File: src/rtl/i2c_slv_pkg.sv
// ----------------------------------------------------------------------------
// i2c_slv_pkg
//
// Shared types and constants for the I2C target (responder) block.
//   - i2c_slv_state_e : protocol FSM states
//   - I2C_ACK/I2C_NACK: SDA levels for the acknowledge slot
//   - BITCNT_W        : width of the bit counter (must be able to hold 8)
// ----------------------------------------------------------------------------
package i2c_slv_pkg;

  typedef enum logic [2:0] {
    IDLE,
    ADDR,
    ADDR_ACK,
    WR_BYTE,
    WR_ACK,
    RD_BYTE,
    RD_ACK
  } i2c_slv_state_e;

  localparam logic I2C_ACK  = 1'b0;
  localparam logic I2C_NACK = 1'b1;

  localparam int BITCNT_W = 4;

endpackage

File: src/rtl/i2c_slv_filter.sv
// ----------------------------------------------------------------------------
// i2c_slv_filter
//
// Brings one asynchronous bus line (SCL or SDA) into the pclk domain through a
// two-flop synchroniser. When the macro I2C_SLV_GLITCH_FILTER_EN is defined, a
// stability filter follows the synchroniser: the output only takes a new level
// once FILT_LEN consecutive synchronised samples agree on it.
//
// Ports
//   clk_i   in  1  system clock
//   reset_i in  1  synchronous active-high reset (output resets to idle-high)
//   line_i  in  1  raw bus level
//   line_o  out 1  synchronised (and optionally filtered) level
// ----------------------------------------------------------------------------
module i2c_slv_filter #(
  parameter int FILT_LEN = 3
) (
  input  logic clk_i,
  input  logic reset_i,
  input  logic line_i,
  output logic line_o
);

  logic meta_q;
  logic sync_q;

  // Two-flop synchroniser. Both stages reset high because an idle I2C bus
  // floats high; resetting low would fake an edge right after reset.
  always_ff @(posedge clk_i) begin
    if (reset_i) begin
      meta_q <= 1'b1;
      sync_q <= 1'b1;
    end else begin
      meta_q <= line_i;
      sync_q <= meta_q;
    end
  end

`ifdef I2C_SLV_GLITCH_FILTER_EN
  localparam int CNT_W = $clog2(FILT_LEN + 1);

  logic [CNT_W-1:0] cnt_q;
  logic             filt_q;

  // Stability filter: count how long the synchronised level has disagreed
  // with the filtered level, and only accept it after FILT_LEN samples in a
  // row. Any return to the current level restarts the count, so pulses
  // shorter than FILT_LEN cycles never reach the output.
  always_ff @(posedge clk_i) begin
    if (reset_i) begin
      cnt_q  <= '0;
      filt_q <= 1'b1;
    end else if (sync_q == filt_q) begin
      cnt_q <= '0;
    end else if (cnt_q == CNT_W'(FILT_LEN - 1)) begin
      filt_q <= sync_q;
      cnt_q  <= '0;
    end else begin
      cnt_q <= cnt_q + CNT_W'(1);
    end
  end

  assign line_o = filt_q;
`else
  localparam int unusedFiltLen = FILT_LEN;

  assign line_o = sync_q;
`endif

endmodule

File: src/rtl/i2c_slave_responder.sv
// ----------------------------------------------------------------------------
// i2c_slave_responder
//
// I2C target that answers a controller on an open-drain SCL/SDA bus. It never
// drives SCL; it only pulls SDA low through sda_o/sda_oen. A MEM_DEPTH x 8
// register file is reached through an auto-incrementing pointer: the first
// byte of a write sets the pointer, later bytes are stored, and reads return
// bytes starting at the pointer. The pointer wraps at MEM_DEPTH.
//
// Parameters
//   SLAVE_ADDR  7-bit address this target responds to
//   MEM_DEPTH   register-file size in bytes (power of 2, 2..256)
//   FILT_LEN    glitch-filter length, used only with I2C_SLV_GLITCH_FILTER_EN
//
// Ports
//   pclk      in   1  system clock (at least 16x the SCL frequency)
//   areset    in   1  synchronous active-high reset
//   scl_i     in   1  bus SCL level
//   sda_i     in   1  bus SDA level
//   sda_o     out  1  constant 0 (open drain)
//   sda_oen   out  1  1 pulls SDA low, 0 releases it
//   busy      out  1  high from an addressed START until STOP
//   rx_valid  out  1  one-cycle pulse when a data byte is stored
//   rx_ptr    out  $clog2(MEM_DEPTH)  index of the stored byte
//   rx_data   out  8  stored byte
//
// Build option
//   I2C_SLV_GLITCH_FILTER_EN : adds a FILT_LEN-cycle stability filter to both
//   bus lines after the synchroniser.
// ----------------------------------------------------------------------------
module i2c_slave_responder
  import i2c_slv_pkg::*;
#(
  parameter logic [6:0] SLAVE_ADDR = 7'h50,
  parameter int         MEM_DEPTH  = 16,
  parameter int         FILT_LEN   = 3
) (
  input  logic                         pclk,
  input  logic                         areset,
  input  logic                         scl_i,
  input  logic                         sda_i,
  output logic                         sda_o,
  output logic                         sda_oen,
  output logic                         busy,
  output logic                         rx_valid,
  output logic [$clog2(MEM_DEPTH)-1:0] rx_ptr,
  output logic [7:0]                   rx_data
);

  localparam int PTR_W = $clog2(MEM_DEPTH);

  logic sclFilt;
  logic sdaFilt;

  i2c_slv_filter #(
    .FILT_LEN (FILT_LEN)
  ) u_scl_filter (
    .clk_i   (pclk),
    .reset_i (areset),
    .line_i  (scl_i),
    .line_o  (sclFilt)
  );

  i2c_slv_filter #(
    .FILT_LEN (FILT_LEN)
  ) u_sda_filter (
    .clk_i   (pclk),
    .reset_i (areset),
    .line_i  (sda_i),
    .line_o  (sdaFilt)
  );

  i2c_slv_state_e       state_q;
  logic [BITCNT_W-1:0]  bitCnt_q;
  logic [6:0]           shift_q;
  logic [6:0]           txBits_q;
  logic [PTR_W-1:0]     ptr_q;
  logic [7:0]           mem_q [MEM_DEPTH];
  logic                 rw_q;
  logic                 firstByte_q;
  logic                 ackPhase_q;
  logic                 sdaOen_q;
  logic                 busy_q;
  logic                 rxValid_q;
  logic [PTR_W-1:0]     rxPtr_q;
  logic [7:0]           rxData_q;
  logic                 sclPrev_q;
  logic                 sdaPrev_q;

  logic                 sclRise;
  logic                 sclFall;
  logic                 condEn;
  logic                 startDet;
  logic                 stopDet;
  logic [7:0]           shift_d;

  // Bus event detection against the previous synchronised sample. START and
  // STOP are ignored while this target is pulling SDA itself, so its own ACK
  // or data-0 drive can never be mistaken for a controller bus condition.
  assign sclRise  = sclFilt & ~sclPrev_q;
  assign sclFall  = ~sclFilt & sclPrev_q;
  assign condEn   = ~sdaOen_q;
  assign startDet = condEn & sclFilt & sclPrev_q & sdaPrev_q & ~sdaFilt;
  assign stopDet  = condEn & sclFilt & sclPrev_q & ~sdaPrev_q & sdaFilt;

  // The byte as it will look once the bit currently on SDA is shifted in,
  // MSB first. Used on the 8th rising edge to act on the complete byte.
  assign shift_d = {shift_q, sdaFilt};

  // Protocol FSM with registered outputs. STOP wins over START, and both
  // override whatever the FSM was doing. Otherwise data bits are sampled on
  // SCL rise and SDA is only ever changed on SCL fall, so the new level is
  // on the bus one pclk after the fall is detected.
  always_ff @(posedge pclk) begin
    if (areset) begin
      state_q     <= IDLE;
      bitCnt_q    <= '0;
      shift_q     <= '0;
      txBits_q    <= '0;
      ptr_q       <= '0;
      rw_q        <= 1'b0;
      firstByte_q <= 1'b0;
      ackPhase_q  <= 1'b0;
      sdaOen_q    <= 1'b0;
      busy_q      <= 1'b0;
      rxValid_q   <= 1'b0;
      rxPtr_q     <= '0;
      rxData_q    <= '0;
      sclPrev_q   <= 1'b1;
      sdaPrev_q   <= 1'b1;
      for (int i = 0; i < MEM_DEPTH; i++) begin
        mem_q[i] <= '0;
      end
    end else begin
      sclPrev_q <= sclFilt;
      sdaPrev_q <= sdaFilt;
      rxValid_q <= 1'b0;

      if (stopDet) begin
        state_q  <= IDLE;
        sdaOen_q <= 1'b0;
        busy_q   <= 1'b0;
      end else if (startDet) begin
        state_q  <= ADDR;
        bitCnt_q <= '0;
        sdaOen_q <= 1'b0;
      end else begin
        case (state_q)
          IDLE: begin
          end

          // Collect the address byte; only a matching address is answered.
          ADDR: begin
            if (sclRise) begin
              shift_q <= shift_d[6:0];
              if (bitCnt_q == BITCNT_W'(7)) begin
                bitCnt_q <= '0;
                if (shift_d[7:1] == SLAVE_ADDR) begin
                  state_q    <= ADDR_ACK;
                  busy_q     <= 1'b1;
                  rw_q       <= shift_d[0];
                  ackPhase_q <= 1'b0;
                end else begin
                  state_q <= IDLE;
                end
              end else begin
                bitCnt_q <= bitCnt_q + BITCNT_W'(1);
              end
            end
          end

          // First fall: pull SDA for the ACK. Second fall: leave the ACK slot
          // and either present the first read bit or get ready for writes.
          ADDR_ACK: begin
            if (sclFall) begin
              if (!ackPhase_q) begin
                sdaOen_q   <= ~I2C_ACK;
                ackPhase_q <= 1'b1;
              end else if (rw_q) begin
                txBits_q <= mem_q[ptr_q][6:0];
                sdaOen_q <= ~mem_q[ptr_q][7];
                bitCnt_q <= '0;
                state_q  <= RD_BYTE;
              end else begin
                sdaOen_q    <= 1'b0;
                firstByte_q <= 1'b1;
                bitCnt_q    <= '0;
                state_q     <= WR_BYTE;
              end
            end
          end

          // The first written byte loads the pointer (low bits only); every
          // later byte is stored and reported, with the pointer wrapping.
          WR_BYTE: begin
            if (sclRise) begin
              shift_q <= shift_d[6:0];
              if (bitCnt_q == BITCNT_W'(7)) begin
                bitCnt_q   <= '0;
                ackPhase_q <= 1'b0;
                state_q    <= WR_ACK;
                if (firstByte_q) begin
                  ptr_q       <= shift_d[PTR_W-1:0];
                  firstByte_q <= 1'b0;
                end else begin
                  mem_q[ptr_q] <= shift_d;
                  rxValid_q    <= 1'b1;
                  rxPtr_q      <= ptr_q;
                  rxData_q     <= shift_d;
                  ptr_q        <= ptr_q + PTR_W'(1);
                end
              end else begin
                bitCnt_q <= bitCnt_q + BITCNT_W'(1);
              end
            end
          end

          // Every written byte is acknowledged.
          WR_ACK: begin
            if (sclFall) begin
              if (!ackPhase_q) begin
                sdaOen_q   <= ~I2C_ACK;
                ackPhase_q <= 1'b1;
              end else begin
                sdaOen_q <= 1'b0;
                state_q  <= WR_BYTE;
              end
            end
          end

          // Count the controller's sampling edges; after the 8th one, release
          // SDA for the controller's ACK and advance the pointer.
          RD_BYTE: begin
            if (sclRise) begin
              bitCnt_q <= bitCnt_q + BITCNT_W'(1);
            end else if (sclFall) begin
              if (bitCnt_q == BITCNT_W'(8)) begin
                sdaOen_q   <= 1'b0;
                ptr_q      <= ptr_q + PTR_W'(1);
                ackPhase_q <= 1'b0;
                state_q    <= RD_ACK;
              end else begin
                sdaOen_q <= ~txBits_q[6];
                txBits_q <= {txBits_q[5:0], 1'b0};
              end
            end
          end

          // A controller ACK asks for another byte, presented on the next
          // fall. A NACK ends the read; SDA stays released until START/STOP.
          RD_ACK: begin
            if (sclRise) begin
              if (sdaFilt == I2C_NACK) begin
                state_q <= IDLE;
              end else begin
                ackPhase_q <= 1'b1;
              end
            end else if (sclFall && ackPhase_q) begin
              txBits_q <= mem_q[ptr_q][6:0];
              sdaOen_q <= ~mem_q[ptr_q][7];
              bitCnt_q <= '0;
              state_q  <= RD_BYTE;
            end
          end

          default: begin
            state_q  <= IDLE;
            sdaOen_q <= 1'b0;
          end
        endcase
      end
    end
  end

  assign sda_o    = 1'b0;
  assign sda_oen  = sdaOen_q;
  assign busy     = busy_q;
  assign rx_valid = rxValid_q;
  assign rx_ptr   = rxPtr_q;
  assign rx_data  = rxData_q;

endmodule

File: config.mk
export PLATFORM = sky130hd
export DESIGN_NAME = i2c_slave_responder
export DESIGN_NICKNAME = d
export VERILOG_FILES = /design/src/rtl/i2c_slv_pkg.sv /design/src/rtl/i2c_slv_filter.sv /design/src/rtl/i2c_slave_responder.sv
export SDC_FILE = /design/constraint.sdc
export NUM_CORES = 1
export LEC_CHECK = 0
export CAP_MARGIN = 20
export CORE_MARGIN = 1
export CORE_UTILIZATION = 43
export DETAILED_ROUTE_END_ITERATION = 16
export HOLD_SLACK_MARGIN = 0.08
export MAX_ROUTING_LAYER = met4
export PLACE_DENSITY = 0.61
export SLEW_MARGIN = 0
export SYNTH_ARGS = -nofsm -noshare
export SYNTH_HDL_FRONTEND = slang
export SYNTH_SLANG_ARGS = --single-unit
File: constraint.sdc
create_clock -name pclk -period 3.02 [get_ports pclk]
set_clock_uncertainty 0.2 [all_clocks]
set_input_delay 0.604 -clock pclk [delete_from_list [all_inputs] [get_ports pclk]]
set_output_delay 0.604 -clock pclk [all_outputs]
set_load 0.02 [all_outputs]
# After elaboration in Yosys (flattened, before gate mapping)
# Memories as Yosys holds them, arrays and structs flattened. A register that Yosys moved wholly into a read port is not among the register bits.
# Cells that the tools add are included.
dict set report word_totals {
  ram_bits 128
  regBits 49
  inputBits 4
  mem_count 1
  out_inout_bits 16
}
# memory words word_bits rd rd_ports_with_merged_regs wr line
set memory_table {}
lappend memory_table {mem_q 16 8 1 1 16 i2c_slave_responder.sv:78} ;# logic [7:0] mem_q [MEM_DEPTH];
dict set report classes {
  muxes 85
  bitwise 20
  eq_ne 49
  addsub 2
  n_reduce_logical 25
}
# operator n
set op_table {}
lappend op_table {{two-way mux 4 bit} 17}
lappend op_table {{two-way mux 7 bit} 8}
lappend op_table {{two-way mux 3 bit} 15}
lappend op_table {{inequality test 3 bit (second input constant)} 15}
lappend op_table {{AND reduction 14 bit} 3}
lappend op_table {{inequality test 2 bit (second input constant)} 20}
lappend op_table {{two-way mux 1 bit} 36}
lappend op_table {{AND reduction 8 bit} 3}
lappend op_table {{case mux 3 bit (7 select lines)} 1}
lappend op_table {{case mux 7 bit (3 select lines)} 1}
lappend op_table {{case mux 4 bit (4 select lines)} 1}
lappend op_table {{inverter 1 bit} 12}
lappend op_table {{AND reduction 6 bit} 2}
lappend op_table {{AND reduction 11 bit} 1}
lappend op_table {{case mux 1 bit (5 select lines)} 2}
lappend op_table {{nonzero test 5 bit} 2}
lappend op_table {{== test 3 bit (second input constant)} 3}
lappend op_table {{adder 4 x 1 -> 4 bit (second input constant)} 2}
lappend op_table {{bitwise AND 1 bit} 8}
lappend op_table {{two-way mux 8 bit} 1}
lappend op_table {{case mux 4 bit (2 select lines)} 1}
lappend op_table {{OR reduction 8 bit} 1}
lappend op_table {{== test 7 bit (second input constant)} 1}
lappend op_table {{AND reduction 7 bit} 1}
lappend op_table {{other kinds (19)} 24}

# Longest topological paths before layout
# Gate-level depths: netlist of the first run.
dict set report logic_depth {
  ltp_word 11
  mapped_depth 8
  depth_no_buf 7
}

# Cells and area by module
# From an unflattened synthesis of the first run, not the netlist that was laid out.
dict set report unflattened {
  hier_cells 688
  area_unflattened_um2 8580.7
}
# module cells_per_inst seq_area_each_um2 area_per_inst_um2 instances
set by_module_without_submodules {}
lappend by_module_without_submodules {i2c_slave_responder 680 4824.6 8475.6 1}
lappend by_module_without_submodules {i2c_slv_filter 4 40.0 52.6 2}

# Worst setup path before layout of the first run
# OpenSTA, ideal clock, no wires.
dict set report synth_timing {
  path_type {flip-flop to flip-flop}
  start {reg bitCnt_q[0]}
  end {mem mem_q[11][0], enable pin}
  path_stages_with_launch 7
  synth_period_minus_slack_ns 2.692
  required_time_ns 2.436
  t_arrival_ns 2.108
  path_slack_ns 0.328
  cell_sequence {dfxtp_1 > ha_1 > and3b_1 > nand4_1 > or3b_1 > buf_2 > o21ai_0}
}
# item line
set synth_rtl {}
lappend synth_rtl {{start: declaration} i2c_slave_responder.sv:74} ;# logic [BITCNT_W-1:0] bitCnt_q;
lappend synth_rtl {{start signal: assignment} i2c_slave_responder.sv:167} ;# bitCnt_q <= bitCnt_q + BITCNT_W'(1);
lappend synth_rtl {{start signal: assignment} i2c_slave_responder.sv:213} ;# bitCnt_q <= bitCnt_q + BITCNT_W'(1);
lappend synth_rtl {{start signal: assignment} i2c_slave_responder.sv:235} ;# bitCnt_q <= bitCnt_q + BITCNT_W'(1);
lappend synth_rtl {{end: declaration} i2c_slave_responder.sv:78}

==> reports/summary.json, run 1 <==
{
  "setup_repair_after_global_routing_missed_its_margin": "false",
  "hold-path-endpoint": "u_scl_filter.line_o$_SDFF_PP1_",
  "maximum_number_of_pins_on_one_net_before_global_route_repair": 41,
  "final_period_demand_of_the_worst_path_ps": 2750,
  "timing_max_transition_violations_final": 0,
  "ant_nets": 0,
  "max_stage_delay_ps": 400,
  "grt_first_pass_wirelength_microns": 32000,
  "grt_pass1_vias": 5601,
  "status": "finished, final reports clean",
  "syn-mean-instance-area_sq_um": 11.9,
  "cp-end-kind": "flip-flop",
  "wl_per_cell_microns": 20.1,
  "via_density": 5.48,
  "drcViolationCount": 0,
  "area_growth_syn_to_layout_pct": 13.4,
  "finalWeightedCongestion": 0.886,
  "final_net_count": 761,
  "syn-instance-count": 726,
  "total_via_count_in_the_routed_design": 5638,
  "worstPathBufferInverterCount": 2,
  "hp-start": "u_scl_filter.meta_q$_SDFF_PP1_",
  "post_synth_fa_ha_maj_area_fraction_pct": 0.867,
  "initial_utilization_pct": 44.2,
  "min_delay_path_depth": 1,
  "critPathArrivalTime_ps": 2700,
  "synth_simple_gate_area_share_pct": 19.9,
  "clk_transition_reported_paths_ps": 70,
  "drt-total-wl_microns": 20600,
  "dp_hpwl_microns": 14000,
  "worst_path_dominant_cell_family": "simple AND/OR/NAND/NOR gates",
  "vdd_drop_max_v": 0.000390,
  "finalSetupViolations": 0,
  "core.rowCount": 51,
  "number_of_cells_traversed_by_the_worst_register_to_register_path": 7,
  "core_area_sq_um": 19600,
  "max_freq_ghz": 0.364,
  "cap_viol_max_count": 0,
  "cpMaxStageDelayCell": "sky130_fd_sc_hd__dfxtp_1",
  "multiInputGateArea_sq_um": 3490,
  "synth-compound-area-share_pct": 8.89,
  "worstPathCellList": "ha_1, and3b_1, nand4_1, buf_4, or2_2, o21ai_0, buf_4",
  "reg2reg_setup_slack_ps": 270,
  "worstSetupStartpointType": "flip-flop",
  "numClockSinks": 181,
  "min_path_type": "reg2reg",
  "postSynthRegisterBits": 181,
  "die-height_microns": 144,
  "diode_count": 0,
  "layout-drive-gt1-share_pct": 18.8,
  "cpMostUsedCell": "sky130_fd_sc_hd__buf_4",
  "first_iter_violations": 606,
  "postCtsSetupRepairBufs": 0,
  "io_pins": 20,
  "critical_path.reg2reg.startpoint": "bitCnt_q[1]$_SDFFE_PP0P_",
  "synth_cell_types": 63,
  "cts_tree": "yes",
  "io_buffers": 18,
  "mappedNetlistNets": 736,
  "synth_async_sr_flop_share_pct": 0,
  "clk_root_buffer_cell": "sky130_fd_sc_hd__clkbuf_16",
  "leakage_dissipation_uw": 0.00346,
  "ys_dominant_reg_cell": "sky130_fd_sc_hd__edfxtp_1",
  "grt.overflow.total": 0,
  "synth_top_family_by_area": "simple AND/OR/NAND/NOR gates",
  "antenna_found_initial": 0,
  "cts_repair_resize_count": 0,
  "post_synthesis_mux_area_share_pct": 10.4,
  "final_design_area_no_fill_sq_um": 9820,
  "tightest_pin_transition_ps": 805,
  "dpl-instance-area_sq_um": 9210,
  "critical_path_required_ps": 2970,
  "tritoncts.num_buffers": 17,
  "regArea_sq_um": 4910,
  "htree_levels": 4,
  "cts_hold_buf": 0,
  "yosysWarnings": 0,
  "fin_tns_setup_ps": 0,
  "rr_endpoint": "mem_q[14][2]$_SDFFCE_PN0P_",
  "num-fill-cells": 1723,
  "firstDrtPassIters": 6,
  "slew_headroom_pct": 46.3,
  "synth_xor_area_share_pct": 0.202,
  "timing_hold_violations_final": 0,
  "synth_seq_area_share_pct": 56.6,
  "power.density_nw_per_um2": 526,
  "dieArea_sq_um": 20700,
  "synth-edff-count": 128,
  "grt.total_usage_pct": 22.0,
  "clk_path_buf_depth": 2,
  "netlist_area_sq_um": 8660,
  "critPathKind": "reg2reg",
  "finalCritPeriodShare_pct": 90.9,
  "die_w_microns": 144,
  "worst-path-max-fanout": 20,
  "worstSkewPairLatency_ps": 440
}
## power breakdown
group / total [uW] / internal, uW / switching (uW)
Clock: 2270 / 1310 / 961
Combinational: 161 / 60.6 / 101
Sequential: 2730 / 2710 / 22.8
## per-layer routing
layer | vias to the layer above | share of wire [%] | GRT usage (%)
met5 | - | 0 | -
met4 | 0 | 1.6 | 7.05
met3 | 27 | 4.3 | 3.23
met2 | 155 | 48 | 35.4
met1 | 2781 | 46 | 28.7
li1 | 2675 | - | -
## area by class of cell
cell class,count,share of cell area [%]
Sequential cell,181,50.0
Multi-Input combinational cell,489,35.5
Timing Repair Buffer,55,4.66
Clock buffer,17,4.33
Tap cell,265,3.38
Clock inverter,15,1.84
Inverter,7,0.268
## cell families (layout without fill, tap and decap cells)
| family | Yosys count | in the layout |
|---|---|---|
| and+or+nand+nor | 282 | 282 |
| DFF | 181 | 181 |
| AOI/OAI and AO/OA | 119 | 119 |
| muxes | 79 | 79 |
| buffers and inverters | 56 | 94 |
| adders and majority gates | 6 | 6 |
| xor gates and xnor gates | 2 | 2 |
| other | 1 | 1 |
## cell usage in the layout (no fill, tap or decap), drive strengths merged, types with 8 or more instances in the layout
cell type	n
nand2	19
clkbuf	17
and2	130
nor3	10
inv	10
dfxtp	53
nor2	57
o21ai	30
or2	15
mux2i	36
a31oi	15
a21oi	19
nand2b	9
edfxtp	128
o211ai	8
buf	37
clkdlybuf4s50	18
mux2	38
o22ai	16
## metrics by stage
stage	hold WS [ps]	total power, uW	utilization [%]	cells	setup slack [ps]
detailed placement	198	2950	47.0	997	292
floorplan	189	2880	-	726	328
global placement	193	2940	47.0	997	300
CTS	212	5200	50.1	1029	289
finish	211	5160	50.1	1029	274
global route	223	5310	50.1	1029	125
## worst max-delay path by stage
stage	cells after the start	startpoint	to	slack, ps
3_3_place_gp	6	areset	mem_q[14][3]$_SDFFCE_PN0P_	300
4_1_cts	7	bitCnt_q[0]$_SDFFE_PP0P_	mem_q[14][2]$_SDFFCE_PN0P_	290
2_1_floorplan	6	bitCnt_q[0]$_SDFFE_PP0P_	mem_q[11][0]$_SDFFCE_PN0P_	330
6_report	7	bitCnt_q[1]$_SDFFE_PP0P_	mem_q[14][2]$_SDFFCE_PN0P_	270
3_5_place_dp	6	areset	mem_q[14][2]$_SDFFCE_PN0P_	290
5_1_grt	7	bitCnt_q[0]$_SDFFE_PP0P_	mem_q[15][5]$_SDFFCE_PN0P_	130
## registers in the layout (all words and copies together), names as in the netlist, 3 cells and up, named ones only
name,count
txBits_q,7
bitCnt_q,4
state_q,3
ptr_q,4
rx_data,8
shift_q,7
rx_ptr,4
mem_q,128
## cells in the mapped netlist, types with 2 or more instances
cell | n | area (sq um)
sky130_fd_sc_hd__and2b_1 | 3 | 22.5
sky130_fd_sc_hd__nand3_1 | 3 | 15.0
sky130_fd_sc_hd__buf_2 | 14 | 70.1
sky130_fd_sc_hd__edfxtp_1 | 128 | 3840
sky130_fd_sc_hd__nand2_1 | 19 | 71.3
sky130_fd_sc_hd__dfxtp_1 | 53 | 1060
sky130_fd_sc_hd__a21oi_1 | 19 | 95.1
sky130_fd_sc_hd__xnor2_1 | 2 | 17.5
sky130_fd_sc_hd__mux2i_1 | 36 | 360
sky130_fd_sc_hd__o21ai_0 | 29 | 145
sky130_fd_sc_hd__or2_2 | 14 | 87.6
sky130_fd_sc_hd__mux2_2 | 38 | 428
sky130_fd_sc_hd__or3_1 | 3 | 18.8
sky130_fd_sc_hd__nor2b_1 | 6 | 37.5
sky130_fd_sc_hd__and2_1 | 130 | 813
sky130_fd_sc_hd__nand3b_1 | 5 | 37.5
sky130_fd_sc_hd__clkbuf_1 | 27 | 101
sky130_fd_sc_hd__buf_4 | 4 | 30.0
sky130_fd_sc_hd__ha_1 | 6 | 75.1
sky130_fd_sc_hd__nand2b_1 | 9 | 56.3
sky130_fd_sc_hd__nor4_4 | 4 | 85.1
sky130_fd_sc_hd__or3b_1 | 2 | 17.5
sky130_fd_sc_hd__mux4_2 | 5 | 113
sky130_fd_sc_hd__a31oi_1 | 15 | 93.8
sky130_fd_sc_hd__o31ai_1 | 2 | 15.0
sky130_fd_sc_hd__buf_6 | 3 | 33.8
sky130_fd_sc_hd__nor3_1 | 10 | 50.1
sky130_fd_sc_hd__o32ai_1 | 2 | 17.5
sky130_fd_sc_hd__and3b_1 | 2 | 17.5
sky130_fd_sc_hd__a22oi_1 | 6 | 45.0
sky130_fd_sc_hd__nor2_1 | 49 | 184
sky130_fd_sc_hd__nor3b_1 | 3 | 22.5
sky130_fd_sc_hd__o211ai_1 | 8 | 60.1
sky130_fd_sc_hd__inv_1 | 7 | 26.3
sky130_fd_sc_hd__nor2_4 | 7 | 78.8
sky130_fd_sc_hd__nand4_1 | 3 | 18.8
sky130_fd_sc_hd__a211o_1 | 2 | 17.5
sky130_fd_sc_hd__o21a_1 | 2 | 15.0
sky130_fd_sc_hd__o22ai_1 | 16 | 100
sky130_fd_sc_hd__nor4_1 | 2 | 12.5
sky130_fd_sc_hd__a211oi_1 | 6 | 45.0
(Power assumes the default switching activity.)
==> run 2: changes to the inputs <==
--- a/config.mk
+++ b/config.mk
@@ -12,7 +12,6 @@
 export HOLD_SLACK_MARGIN = 0.08
 export MAX_ROUTING_LAYER = met4
 export PLACE_DENSITY = 0.61
-export SLEW_MARGIN = 0
 export SYNTH_ARGS = -nofsm -noshare
 export SYNTH_HDL_FRONTEND = slang
 export SYNTH_SLANG_ARGS = --single-unit
==> results of run 2 <==
Final layout, timing and power as in run 1 (identical DEF).
==> run 3: changes to the inputs <==
--- a/config.mk
+++ b/config.mk
@@ -15,3 +15,4 @@
 export SYNTH_ARGS = -nofsm -noshare
 export SYNTH_HDL_FRONTEND = slang
 export SYNTH_SLANG_ARGS = --single-unit
+export TNS_END_PERCENT = 100
==> constraint.sdc (replaced) <==
create_clock -name pclk -period 3.02 [get_ports pclk]
set_clock_uncertainty 0.2 [all_clocks]
set_input_delay 0.453 -clock pclk [delete_from_list [all_inputs] [get_ports pclk]]
set_output_delay 0.453 -clock pclk [all_outputs]
set_load 0.02 [all_outputs]
==> run 3 against run 2 <==
  * Worst hold slack improved by 5.0 ps
  * Count of clock-buffer cells in the layout increased by 4
  * Maximum frequency decreased by 2.4%
  * Die area unchanged
  * Largest cell class unchanged
  * Largest power group unchanged
==> reports/summary.json, run 3 (synthesized netlist as in run 1, its figures left out) <==
{
  "status": "finished, final reports clean",
  "via_density": 5.54,
  "reg2reg_setup_slack_ps": 210,
  "cts_repair_resize_count": 0,
  "power.density_nw_per_um2": 528,
  "largest_reg_flops": 128,
  "gr-usage-met3_pct": 3.67,
  "numClockSinks": 181,
  "max_stage_delay_ps": 670,
  "io_pins": 20,
  "worst-path-max-fanout": 8,
  "tritoncts.num_buffers": 17,
  "largest_register": "mem_q",
  "gr-usage-met1_pct": 29.3,
  "postCtsSetupRepairBufs": 0,
  "finalWeightedCongestion": 0.942,
  "hold-path-endpoint": "u_sda_filter.line_o$_SDFF_PP1_",
  "initial_utilization_pct": 44.2,
  "cap_viol_max_count": 0,
  "worst_path_dominant_cell_family": "simple AND/OR/NAND/NOR gates",
  "setup_repair_after_global_routing_missed_its_margin": "false",
  "ant_nets": 0,
  "dp_cells": 996,
  "first_iter_violations": 566,
  "critical_path_required_ps": 2970,
  "drcViolationCount": 0,
  "grtUsageMet2_pct": 34.2,
  "critPathKind": "reg2reg",
  "grt_pass1_vias": 5574,
  "tightest_pin_transition_ps": 818,
  "final_period_demand_of_the_worst_path_ps": 2810,
  "antenna_found_initial": 0,
  "drt-total-wl_microns": 20600,
  "critPathArrivalTime_ps": 2760,
  "total_via_count_in_the_routed_design": 5690,
  "worstSkewPairLatency_ps": 440,
  "cts_hold_buf": 0,
  "vdd_drop_max_v": 0.000413,
  "die-height_microns": 144,
  "maximum_number_of_pins_on_one_net_before_global_route_repair": 46,
  "core_area_sq_um": 19600,
  "wl_per_cell_microns": 20.1,
  "clk_transition_reported_paths_ps": 70,
  "leakage_dissipation_uw": 0.00348,
  "htree_levels": 4,
  "grt.total_usage_pct": 22.2,
  "clk_path_buf_depth": 2,
  "critical_path.reg2reg.startpoint": "bitCnt_q[0]$_SDFFE_PP0P_",
  "min_path_type": "reg2reg",
  "core.rowCount": 51,
  "worstPathBufferInverterCount": 1,
  "die_w_microns": 144,
  "worstPathCellList": "ha_1, and3b_1, nand4_1, or3b_1, o21ai_0, buf_4",
  "grt_first_pass_wirelength_microns": 32400,
  "cts_tree": "yes",
  "dp_hpwl_microns": 13900,
  "gr-max-usage-layer": "met2",
  "io_buffers": 18,
  "layout-drive-gt1-share_pct": 18.9,
  "finalSetupViolations": 0,
  "final_net_count": 760,
  "number_of_cells_traversed_by_the_worst_register_to_register_path": 6,
  "final-instance-count-excl-fill": 1028,
  "timing_max_transition_violations_final": 0,
  "cpMaxStageDelayCell": "sky130_fd_sc_hd__or3b_1",
  "cp-end-kind": "flip-flop",
  "clk_root_buffer_cell": "sky130_fd_sc_hd__clkbuf_16",
  "fin_tns_setup_ps": 0,
  "firstDrtPassIters": 5,
  "layout.cells.most_common_list": "sky130_fd_sc_hd__and2_1, sky130_fd_sc_hd__edfxtp_1, sky130_fd_sc_hd__dfxtp_1",
  "worstSetupStartpointType": "flip-flop",
  "mostFrequentLayoutCell": "sky130_fd_sc_hd__and2_1",
  "min_delay_path_depth": 1,
  "rr_endpoint": "mem_q[9][0]$_SDFFCE_PN0P_",
  "num-fill-cells": 1716,
  "finalCritPeriodShare_pct": 93.1,
  "timing_hold_violations_final": 0,
  "max_freq_ghz": 0.356,
  "dieArea_sq_um": 20700,
  "area_growth_syn_to_layout_pct": 13.6,
  "diode_count": 0,
  "slew_headroom_pct": 45.4,
  "grt.overflow.total": 0,
  "hp-start": "u_sda_filter.meta_q$_SDFF_PP1_"
}
[run 3: cell count changes in the layout (fill, tap and decap cells not counted)]
cell and delta:
sky130_fd_sc_hd__clkinvlp_4 -2, sky130_fd_sc_hd__clkinvlp_2 -1, sky130_fd_sc_hd__buf_4 -2, sky130_fd_sc_hd__inv_4 +2
sky130_fd_sc_hd__clkinv_1 -1, sky130_fd_sc_hd__clkbuf_16 +4, sky130_fd_sc_hd__inv_6 +3, sky130_fd_sc_hd__inv_8 +2
sky130_fd_sc_hd__clkinv_4 -4, sky130_fd_sc_hd__bufinv_16 -3, sky130_fd_sc_hd__buf_12 +1
[run 3: power by group]
group / internal [uW] / switching, uW
Combinational: 61.1 / 98.7
Clock: 1280 / 1010
Sequential: 2710 / 25.7
Total: 4050 / 1140
[run 3: how the worst max path moves through the flow]
stage	startpoint	to	slack (ps)	cells after the start
2_1_floorplan	bitCnt_q[0]$_SDFFE_PP0P_	mem_q[11][0]$_SDFFCE_PN0P_	330	6
3_3_place_gp	bitCnt_q[0]$_SDFFE_PP0P_	mem_q[9][5]$_SDFFCE_PN0P_	380	6
3_5_place_dp	bitCnt_q[0]$_SDFFE_PP0P_	mem_q[9][2]$_SDFFCE_PN0P_	350	6
4_1_cts	bitCnt_q[0]$_SDFFE_PP0P_	mem_q[9][2]$_SDFFCE_PN0P_	240	6
5_1_grt	bitCnt_q[0]$_SDFFE_PP0P_	mem_q[11][0]$_SDFFCE_PN0P_	80	6
6_report	bitCnt_q[0]$_SDFFE_PP0P_	mem_q[9][0]$_SDFFCE_PN0P_	210	6
[run 3: routing by layer]
metal | wire length, microns | up-vias
li1 | - | 2678
met2 | 9770 | 177
met1 | 9270 | 2789
met5 | 0 | -
met3 | 1030 | 46
met4 | 564 | 0
[run 3: worst reg2reg max path: cells and delay by family (launching register included)]
kind	cells	cell delay, ps
compound gates	1	330
buf+inv	1	220
flops	1	410
simple gates	3	1130
fa+ha+maj	1	230
[run 3: final cells by class]
class / count / area [sq um] / share of cell area [%]
clock buffer: 21 / 526 / 5.34
clock inverter: 11 / 92.6 / 0.941
inverter: 7 / 26.3 / 0.267
multi-input combinational: 489 / 3490 / 35.5
sequential: 181 / 4910 / 49.9
tap: 265 / 332 / 3.37
timing repair buffer: 54 / 463 / 4.71
[run 3: metrics by stage]
stage	total power, uW	hold WS [ps]	utilization (%)	area (sq um)	setup slack, ps
floorplan	2880	189	-	8660	328
global placement	2940	194	47.0	9220	378
detailed placement	2950	197	47.0	9220	346
CTS	5210	215	50.2	9830	244
global route	5330	218	50.2	9830	75.7
finish	5190	216	50.2	9830	207
==> RTL edit, RTL diff (flow settings as in run 3) <==
The 7 states of `i2c_slv_state_e` get a one-hot encoding in 7 bits.
--- a/src/rtl/i2c_slv_pkg.sv
+++ b/src/rtl/i2c_slv_pkg.sv
@@ -10,10 +10,10 @@
 
-  typedef enum logic [2:0] {
-    IDLE,
-    ADDR,
-    ADDR_ACK,
-    WR_BYTE,
-    WR_ACK,
-    RD_BYTE,
-    RD_ACK
+  typedef enum logic [6:0] {
+    IDLE     = 7'b0000001,
+    ADDR     = 7'b0000010,
+    ADDR_ACK = 7'b0000100,
+    WR_BYTE  = 7'b0001000,
+    WR_ACK   = 7'b0010000,
+    RD_BYTE  = 7'b0100000,
+    RD_ACK   = 7'b1000000
   } i2c_slv_state_e;
Check against the original RTL: no difference found for any inputs over 4 cycles, from zero or initial values and one cycle with areset high; so few cycles prove little.
==> RTL edit against run 3 <==
Routed wire length rose by 4.3%. Critical path depth did not move. Cell area rose by 5.1%. Power rose by 1.7%. Sequential cell count rose by 4. Setup slack improved by 69 ps. Die area rose by 5.2%. Synthesized area rose by 5.2%. Maximum frequency rose by 2.5%.
==> RTL edit: results (changes against run 3) <==
The setup slack after placement came out at 317 ps (was 346 ps). Outcome: complete, no violations (unchanged). The synthesized-area fraction occupied by adder cells was 0.00824 (was 0.00867). The average wire per cell in the routed design is 20.6 um (was 20.1 um). The weighted congestion at the end of routability-driven global placement was 0.882 (was 0.942). The proportion of power drawn by the clock network came out at 0.429 (was 0.442). The met2 wire length came out at 10600 um (was 9770 um). Cell types with the largest area share after synthesis: edfxtp_1 42%, dfxtp_1 13%, and2_1 8.4% (was edfxtp_1 44%, dfxtp_1 12%, and2_1 9.4%).

The fraction of final layout cells sized beyond drive strength 1 came out at 0.205 (was 0.189). The worst-case register-to-register setup slack was 280 ps (was 210 ps). The global router's overall resource usage came out at 0.219 (was 0.222). The beginning of the worst hold path is areset (was u_sda_filter.meta_q).

The final-layout non-clock buffer area share came out at 0.0511 (was 0.0471). The met1 routing resource usage after global routing was 0.292 (was 0.293). The net switching share of the total power is 0.233 (was 0.220). The path class of the lowest-slack min-delay path was input pin to register (was register to register). The largest vdd supply drop was 368 uV (was 413 uV).

The leakage power total is 3.52 nW (was 3.48 nW). The post-synthesis net count is 749 (was 736). The count of fill cells added during filler insertion came out at 1801 (was 1716). The non-clock buffer instance count of the final layout is 60 (was 54). The post-synthesis cell type count came out at 68 (was 63). The length of routed wiring on met1 is 9560 um (was 9270 um). The complex-gate fraction of the synthesized area came to 0.0696 (was 0.0889). The internal power came to 4.04 mW (was 4.05 mW). The arrival time of data at the critical path endpoint was 2680 ps (was 2760 ps).

The sequential area share after synthesis was 0.547 (was 0.566). The placed standard-cell area is 9730 um^2 (was 9220 um^2). The source of the worst register-to-register timing path is state_q[0] (was bitCnt_q[0]).

The post-DP HPWL came out at 14800 um (was 13900 um). The actual transition at the worst max-transition pin was 648 ps (was 818 ps). The number of DRC markers in iteration 0 came out at 402 (was 566).

The routing usage on met2 came out at 0.348 (was 0.342). The worst-case hold path end point is bitCnt_q[3] (was u_sda_filter.line_o). The met3 usage in global routing is 0.0247 (was 0.0367). The cell depth of the worst min-delay path came out at 2 (was 1). The mux contribution to synthesized area came out at 0.109 (was 0.104). Synth cell count leaders: 128 x edfxtp_1, 122 x and2_1, 57 x dfxtp_1, 54 x nand2_1, 35 x a21oi_1 (was 130 x and2_1, 128 x edfxtp_1, 53 x dfxtp_1, 49 x nor2_1, 38 x mux2_2). The layout net count came out at 773 (was 760). The number of signal-net inverters in the final layout came out at 10 (was 7). The global-route wire length before repair came out at 34700 um (was 32400 um). The hold slack is 124 ps (was 216 ps). The standard cell with the maximum stage delay on the critical path is dfxtp_1 (was or3b_1).

The combinational group power came to 0.185 mW (was 0.160 mW). The via count of the first global-routing pass came to 5918 (was 5574). The fraction of area in multi-input gates is 0.372 (was 0.355). The sequential share of cell area is 0.483 (was 0.499).
[RTL edit: changes by cell type after synthesis, moves of 11 or more]
cell / delta
a31oi_1: -14
o21ai_0: -21
nor4_1: +11
mux2_2: -38
or2_2: +11
nor2_1: -23
nand2_1: +35
a21oi_1: +16
mux2i_1: -11
mux4_2: +28
[RTL edit: metrics by stage]
| step | cells | utilization |
|---|---|---|
| floorplan | 739 | - |
| global placement | 1014 | 0.475 |
| detailed placement | 1014 | 0.475 |
| CTS | 1046 | 0.504 |
| global route | 1046 | 0.504 |
| finish | 1046 | 0.504 |
[RTL edit: how the worst max path moves through the flow]
stage / from / to / slack, ps / depth (start not counted)
finish: state_q[0] / mem_q[4][2] / 280 / 6
CTS: state_q[0] / mem_q[4][7] / 290 / 6
floorplan: state_q[6] / mem_q[12][0] / 430 / 8
detailed placement: state_q[0] / mem_q[4][2] / 320 / 6
global placement: state_q[0] / mem_q[4][5] / 400 / 6
global route: bitCnt_q[0] / mem_q[4][1] / 110 / 7
